**src/rtl/arith_unit_arbiter_if.sv**
```systemverilog
// Request/grant/result bundle between two requesters and the shared arithmetic unit arbiter.
// The master modport belongs to the requester side and the slave modport to the arbiter.
interface arith_unit_arbiter_if;
  logic       req0;
  logic       req1;
  logic       op0;
  logic       op1;
  logic [1:0] a0;
  logic [1:0] b0;
  logic [1:0] a1;
  logic [1:0] b1;
  logic       gnt0;
  logic       gnt1;
  logic       done0;
  logic       done1;
  logic [3:0] result;
  logic       busy;

  modport master (
    output req0, req1, op0, op1, a0, b0, a1, b1,
    input  gnt0, gnt1, done0, done1, result, busy
  );

  modport slave (
    input  req0, req1, op0, op1, a0, b0, a1, b1,
    output gnt0, gnt1, done0, done1, result, busy
  );
endinterface

```
**src/rtl/arith_unit_arbiter.sv**
```systemverilog
// Round-robin sharing of one 2-bit add/multiply unit between two requesters; gnt one cycle after the IDLE sample, done+result the cycle after.
// No backpressure: a requester holds req until its done pulse, and waiting requests are sampled again in the next IDLE cycle.
module arith_unit_arbiter (
  input  logic                       clk,
  input  logic                       rst,
  arith_unit_arbiter_if.slave        bus
);

  typedef enum logic [1:0] {
    IDLE = 2'd0,
    EXEC = 2'd1,
    RESP = 2'd2
  } state_t;

  state_t     state;
  state_t     state_nxt;

  logic [1:0] ua;
  logic [1:0] ub;
  logic       uop;
  logic       owner;
  logic       last;
  logic [3:0] result_q;

  logic       any_req;
  logic       winner;
  logic       capture;
  logic [3:0] unit_add;
  logic [3:0] unit_mul;

  // arithmaticUnit datapath: both results are always available from the latched operands
  assign unit_add = {1'b0, ({1'b0, ua} + {1'b0, ub})};
  assign unit_mul = {2'b00, ua} * {2'b00, ub};

  always_comb begin
    any_req = bus.req0 | bus.req1;
    // on a tie the requester that was not served last wins
    winner  = (bus.req0 && bus.req1) ? ~last : bus.req1;
    capture = (state == IDLE) && any_req;
  end

  always_comb begin
    state_nxt = state;
    case (state)
      IDLE:    if (any_req) state_nxt = EXEC;
      EXEC:    state_nxt = RESP;
      RESP:    state_nxt = IDLE;
      default: state_nxt = IDLE;
    endcase
  end

  always_ff @(posedge clk) begin
    if (rst) begin
      state <= IDLE;
    end else begin
      state <= state_nxt;
    end
  end

  always_ff @(posedge clk) begin
    if (rst) begin
      ua       <= 2'b00;
      ub       <= 2'b00;
      uop      <= 1'b0;
      owner    <= 1'b0;
      last     <= 1'b1;
      result_q <= 4'b0000;
    end else begin
      if (capture) begin
        ua    <= winner ? bus.a1  : bus.a0;
        ub    <= winner ? bus.b1  : bus.b0;
        uop   <= winner ? bus.op1 : bus.op0;
        owner <= winner;
        last  <= winner;
      end
      if (state == EXEC) begin
        result_q <= uop ? unit_mul : unit_add;
      end
    end
  end

  assign bus.gnt0   = (state == EXEC) && !owner;
  assign bus.gnt1   = (state == EXEC) &&  owner;
  assign bus.done0  = (state == RESP) && !owner;
  assign bus.done1  = (state == RESP) &&  owner;
  assign bus.busy   = (state != IDLE);
  assign bus.result = result_q;

endmodule

```
**src/flat_wrapper.sv**
```systemverilog
// flat-port wrapper written by rule: the top's interface ports become plain ports
module arith_unit_arbiter_flat 
  (clk, rst, bus_req0, bus_req1, bus_op0, bus_op1, bus_a0, bus_b0, bus_a1, bus_b1, bus_gnt0, bus_gnt1, bus_done0, bus_done1, bus_result, bus_busy);
  arith_unit_arbiter_if bus_i ();
  input  logic clk;
  input  logic rst;
  input wire logic [$bits(bus_i.req0)-1:0] bus_req0;
  input wire logic [$bits(bus_i.req1)-1:0] bus_req1;
  input wire logic [$bits(bus_i.op0)-1:0] bus_op0;
  input wire logic [$bits(bus_i.op1)-1:0] bus_op1;
  input wire logic [$bits(bus_i.a0)-1:0] bus_a0;
  input wire logic [$bits(bus_i.b0)-1:0] bus_b0;
  input wire logic [$bits(bus_i.a1)-1:0] bus_a1;
  input wire logic [$bits(bus_i.b1)-1:0] bus_b1;
  output wire logic [$bits(bus_i.gnt0)-1:0] bus_gnt0;
  output wire logic [$bits(bus_i.gnt1)-1:0] bus_gnt1;
  output wire logic [$bits(bus_i.done0)-1:0] bus_done0;
  output wire logic [$bits(bus_i.done1)-1:0] bus_done1;
  output wire logic [$bits(bus_i.result)-1:0] bus_result;
  output wire logic [$bits(bus_i.busy)-1:0] bus_busy;
  assign bus_i.req0 = bus_req0;
  assign bus_i.req1 = bus_req1;
  assign bus_i.op0 = bus_op0;
  assign bus_i.op1 = bus_op1;
  assign bus_i.a0 = bus_a0;
  assign bus_i.b0 = bus_b0;
  assign bus_i.a1 = bus_a1;
  assign bus_i.b1 = bus_b1;
  assign bus_gnt0 = bus_i.gnt0;
  assign bus_gnt1 = bus_i.gnt1;
  assign bus_done0 = bus_i.done0;
  assign bus_done1 = bus_i.done1;
  assign bus_result = bus_i.result;
  assign bus_busy = bus_i.busy;
  arith_unit_arbiter u_core (.clk(clk), .rst(rst), .bus(bus_i));
endmodule
```
**config.mk**
```make
export PLATFORM = sky130hd
export DESIGN_NAME = arith_unit_arbiter_flat
export DESIGN_NICKNAME = d
export VERILOG_FILES = /design/src/rtl/arith_unit_arbiter_if.sv /design/src/rtl/arith_unit_arbiter.sv /design/src/flat_wrapper.sv
export SDC_FILE = /design/constraint.sdc
export NUM_CORES = 1
export LEC_CHECK = 0
export ABC_AREA = 1
export CORE_MARGIN = 5
export CORE_UTILIZATION = 48
export CTS_BUF_LIST = sky130_fd_sc_hd__clkbuf_8 sky130_fd_sc_hd__clkbuf_16
export CTS_CLUSTER_SIZE = 25
export DETAILED_ROUTE_END_ITERATION = 8
export PLACE_DENSITY = 0.79
export SLEW_MARGIN = 20
export SYNTH_ARGS = -nofsm -noshare
export SYNTH_HDL_FRONTEND = slang
export SYNTH_SLANG_ARGS = --single-unit
```
**constraint.sdc**
```tcl
create_clock -name clk -period 2.7 [get_ports clk]
set_input_delay 0.54 -clock clk [delete_from_list [all_inputs] [get_ports clk]]
set_output_delay 0.54 -clock clk [all_outputs]
set_load 0.005 [all_outputs]
```
Yosys cells after proc, flatten, opt, wreduce, memory -nomap -nowiden:

Cells that the tools add are included.

* register bits after elaboration: 13
* input bits: 14
* output and inout port bits: 9
* word-level logic and storage cells: 30

* add/sub/neg operators: 1
* $mul: 1
* eq/ne operators: 3
* mux-type cells: 7
* bitwise gates (word level): 2
* reduce and logical (&&, ||, !) cells: 9

Operators by type and width (number)
* logical AND 1 bit: 6
* two-way mux 2 bit: 3
* multiplier 2 x 2 -> 4 bit: 1
* two-way mux 4 bit: 1
* case mux 2 bit (2 select lines): 1
* adder 2 x 2 -> 3 bit: 1
* == test 2 x 1 -> 1 bit, second input constant: 1
* == test 2 bit, second input constant: 1
* zero test 2 bit: 1
* two-way mux 1 bit: 2
* inequality test 2 x 1 -> 1 bit, second input constant: 1
* nonzero test 2 bit: 1
* zero test 1 bit: 1
* inverter 1 bit: 1
* bitwise OR 1 bit: 1

Longest topological paths before layout:

* depth in word-level cells: 3
* depth in mapped cells: 8
* depth with buffers taken out: 8

Least setup slack after synthesis:

OpenSTA, ideal clock, no wires.

* path type: register -> output
* from: register u_core.state[0]
* to: output port bus_gnt0
* data arrival time: 0.742 ns
* data required time: 2.160 ns
* slack: 1.418 ns
* cell stages (with the launch flop): 5
* buffers on the path: 0
* path through: dfxtp_1 > inv_2 > nor2_4 > inv_1 > nor2_1

* word-level cells in the longest chain between the ends: 2

RTL lines
* from (decl): RTL line arith_unit_arbiter.sv:15 `state_t state;`
* from (signal assigned): RTL line arith_unit_arbiter.sv:56 `state <= state_nxt;`
* == test 2 x 1 -> 1 bit: RTL line arith_unit_arbiter.sv:82 `assign bus.gnt0 = (state == EXEC) && !owner;`
* logical AND 1 bit: RTL line arith_unit_arbiter.sv:82
* to (decl): RTL line flat_wrapper.sv:15 `output wire logic [$bits(bus_i.gnt0)-1:0] bus_gnt0;`

No other way between the ends.

Final worst setup path:

Same ends and word-level chain as after synthesis.

==> results.yml <==
outcome:
  status: "complete, no violations"
die:
  die_y_um: 49.25
  core_area_um2: 1489
  io_pins: 23
  start_util_pct: 49.66
  die_area_um2: 2426
  die_x_um: 49.25
  row_count: 14
worst_setup_path:
  arrival_ns: 1.56
  crit_required_ns: 2.16
  crit_family: "buffers and inverters"
  end_kind: "primary output"
  critPathSlowestCell: "clkdlybuf4s50_1"
  crit_type: "register to primary output"
  cp_max_fo: 8
  crit_path_cell_trace: "inv_2, nor2_4, inv_1, nor2_1, clkdlybuf4s50_1"
  max_stage_delay_ns: 0.50
  crit_path_start_kind: "register"
  worst-path-buf-inv: 3
sta:
  skew_ns: 0.003247
  tightestPinTransition_ns: 0.3600
  max-slew-margin-rel_pct: 75.92
  fin_crit_sh_pct: 77.88
  report.final.setup_viol: 0
  fin_setup_tns_ns: 0
  slew_violations: 0
  min_period_ns: 2.103
  rsz0062_at_grt: "false"
  fmax_mhz: 475.6
  finalHoldViolCount: 0
routing:
  drcViolationCount: 0
  drt_iter0_markers: 8
  vias: 702
  avgViaCountPerCell: 4.711
  first_pass_iters: 4
  drt-total-wl_mm: 1.519
  ant_nets: 0
  routedWlPerCell_um: 10.19
clock_tree:
  post_cts_buffers: 0
  clkTransAtPathRegs_ns: 0.05
  cts_hold_buf: 0
  clk_latency_ns: 0.24
  numCtsBuffers: 3
  cts_sinks: 13
  ctsResizeCount: 0
  cts_tree: "built"
  cts-root-buf: "clkbuf_8"
  clockBufferDepth: 2
  h-tree-depth: 1
finish:
  multiInputGateArea_um2: 421.7
  layout_common_cells: "27 x nand2_1, 22 x clkdlybuf4s50_1, 19 x nor2_1, 13 x dfxtp_1, 12 x inv_1"
  area_delta_synth_final_pct: 37.90
  final_common_cell: "nand2_1"
  antenna_cells: 0
  nets: 153
  final_area_um2: 1020
  drive_gt1_share_pct: 9.774
  fill_cells: 126
  regArea_um2: 260.3
synth:
  synth_area_um2: 739.5
  syn_inst: 108
  syn_avg_cell_area_um2: 6.847
  yosysWarnings: 0
  ys_seq_area_share_pct: 35.19
  ys_types: 16
  yosys_register_bits: 13
  synthesis.nets: 127
grt:
  grt_max_degree: 13
  grt_pass1_wl_mm: 2.718
  antenna_found_initial: 0
  grt.total_usage_pct: 14.22
  grt.overflow.total: 0
  grt_pass1_vias: 682
power_and_ir_drop:
  power.density_nw_per_um2: 509.5
  p_leak_nw: 0.4820
  ir_drop_uv: 271.2
run:
  maxCapViolCount: 0
min_path:
  worstHoldPathType: "register to register"
placed_design:
  gp_congestion: 0.7777
  portBuffers: 22
  place_area_um2: 974.7
  hpwl_mm: 1.194
==> cells by family (layout without fill, tap and decap cells) <==
kind of cell / Yosys count / in the layout / synth area share [%]
adder cells (fa/ha/maj): 5 / 5 / 9.476
flip-flops: 13 / 13 / 35.19
AO/OA/AOI/OAI: 14 / 14 / 11.67
buffers and inverters: 15 / 40 / 7.783
AND/OR/NAND/NOR: 61 / 61 / 35.87
==> sequential cells by signal, indices dropped and copies added, names as in the netlist <==
name               cells
u_core.state           2
u_core.last            1
u_core.owner           1
u_core.ua              2
u_core.uop             1
u_core.ub              2
u_core.bus.result      4
==> cells in the mapped netlist (all sizes together) <==
| library cell | n | area share, % |
|---|---|---|
| a21boi | 5 | 5.1 |
| buf | 1 | 0.68 |
| nor2 | 21 | 13 |
| o21ai | 3 | 2.0 |
| fa | 1 | 2.7 |
| inv | 14 | 7.1 |
| ha | 4 | 6.8 |
| a21oi | 6 | 4.6 |
| dfxtp | 13 | 35 |
| nor3 | 2 | 1.4 |
| nand3 | 7 | 4.7 |
| nand2 | 31 | 17 |
==> worst reg2reg max path: cells and delay by family, from the launching register on <==
family | cells | cell delay [ns]
adders and majority gates | 2 | 0.67
DFF | 1 | 0.32
AOI/OAI and AO/OA | 1 | 0.16
and+or+nand+nor | 1 | 0.06
==> layer usage <==
metal | vias to the layer above | share of wire (%) | GRT usage, %
met1 | 291 | 44 | 15.80
met3 | 5 | 5.9 | 3.670
met2 | 19 | 48 | 24.03
met5 | - | 0 | 0
li1 | 387 | - | -
met4 | 0 | 2.4 | 8.072
==> stage by stage <==
stage / setup slack, ns / hold slack, ns / std cells / utilization [%] / power (W)
floorplan: 1.418 / 0.4545 / 108 / - / 0.0003041
global placement: 0.8482 / 0.4558 / 145 / 65.46 / 0.0003553
detailed placement: 0.8103 / 0.4634 / 145 / 65.46 / 0.0003581
CTS: 0.5717 / 0.4718 / 149 / 68.49 / 0.0005284
global route: 0.4818 / 0.5022 / 149 / 68.49 / 0.0005597
finish: 0.5972 / 0.4684 / 149 / 68.49 / 0.0005195
==> area by class of cell <==
type	instances	share of cell area, %
multi-input combinational	80	41.35
clock buffer	3	4.049
tap	16	1.963
clock inverter	1	0.3681
inverter	14	5.153
sequential	13	25.52
timing repair buffer	22	21.60
==> where the power goes <==
part | switching [W] | total [W] | leakage (nW) | internal (W)
Combinational | 0.0000628 | 0.000126 | 0.348 | 0.0000631
Clock | 0.0000653 | 0.000165 | 0.0269 | 0.000100
Sequential | 0.0000173 | 0.000228 | 0.107 | 0.000211
Total | 0.000145 | 0.000520 | 0.482 | 0.000374
==> worst paths after layout <==
| check | startpoint | cells after the start | endpoint | slack [ns] |
|---|---|---|---|---|
| worst min register to register | u_core.bus.result[3] | 2 | u_core.bus.result[3] | 0.47 |
| worst max-delay path | u_core.state[0] | 5 | bus_gnt0 | 0.60 |
| worst max register to register | u_core.ub[0] | 4 | u_core.bus.result[1] | 1.39 |
| worst min-delay path | u_core.bus.result[3] | 2 | u_core.bus.result[3] | 0.47 |
Power figures use the tool's default switching activity.
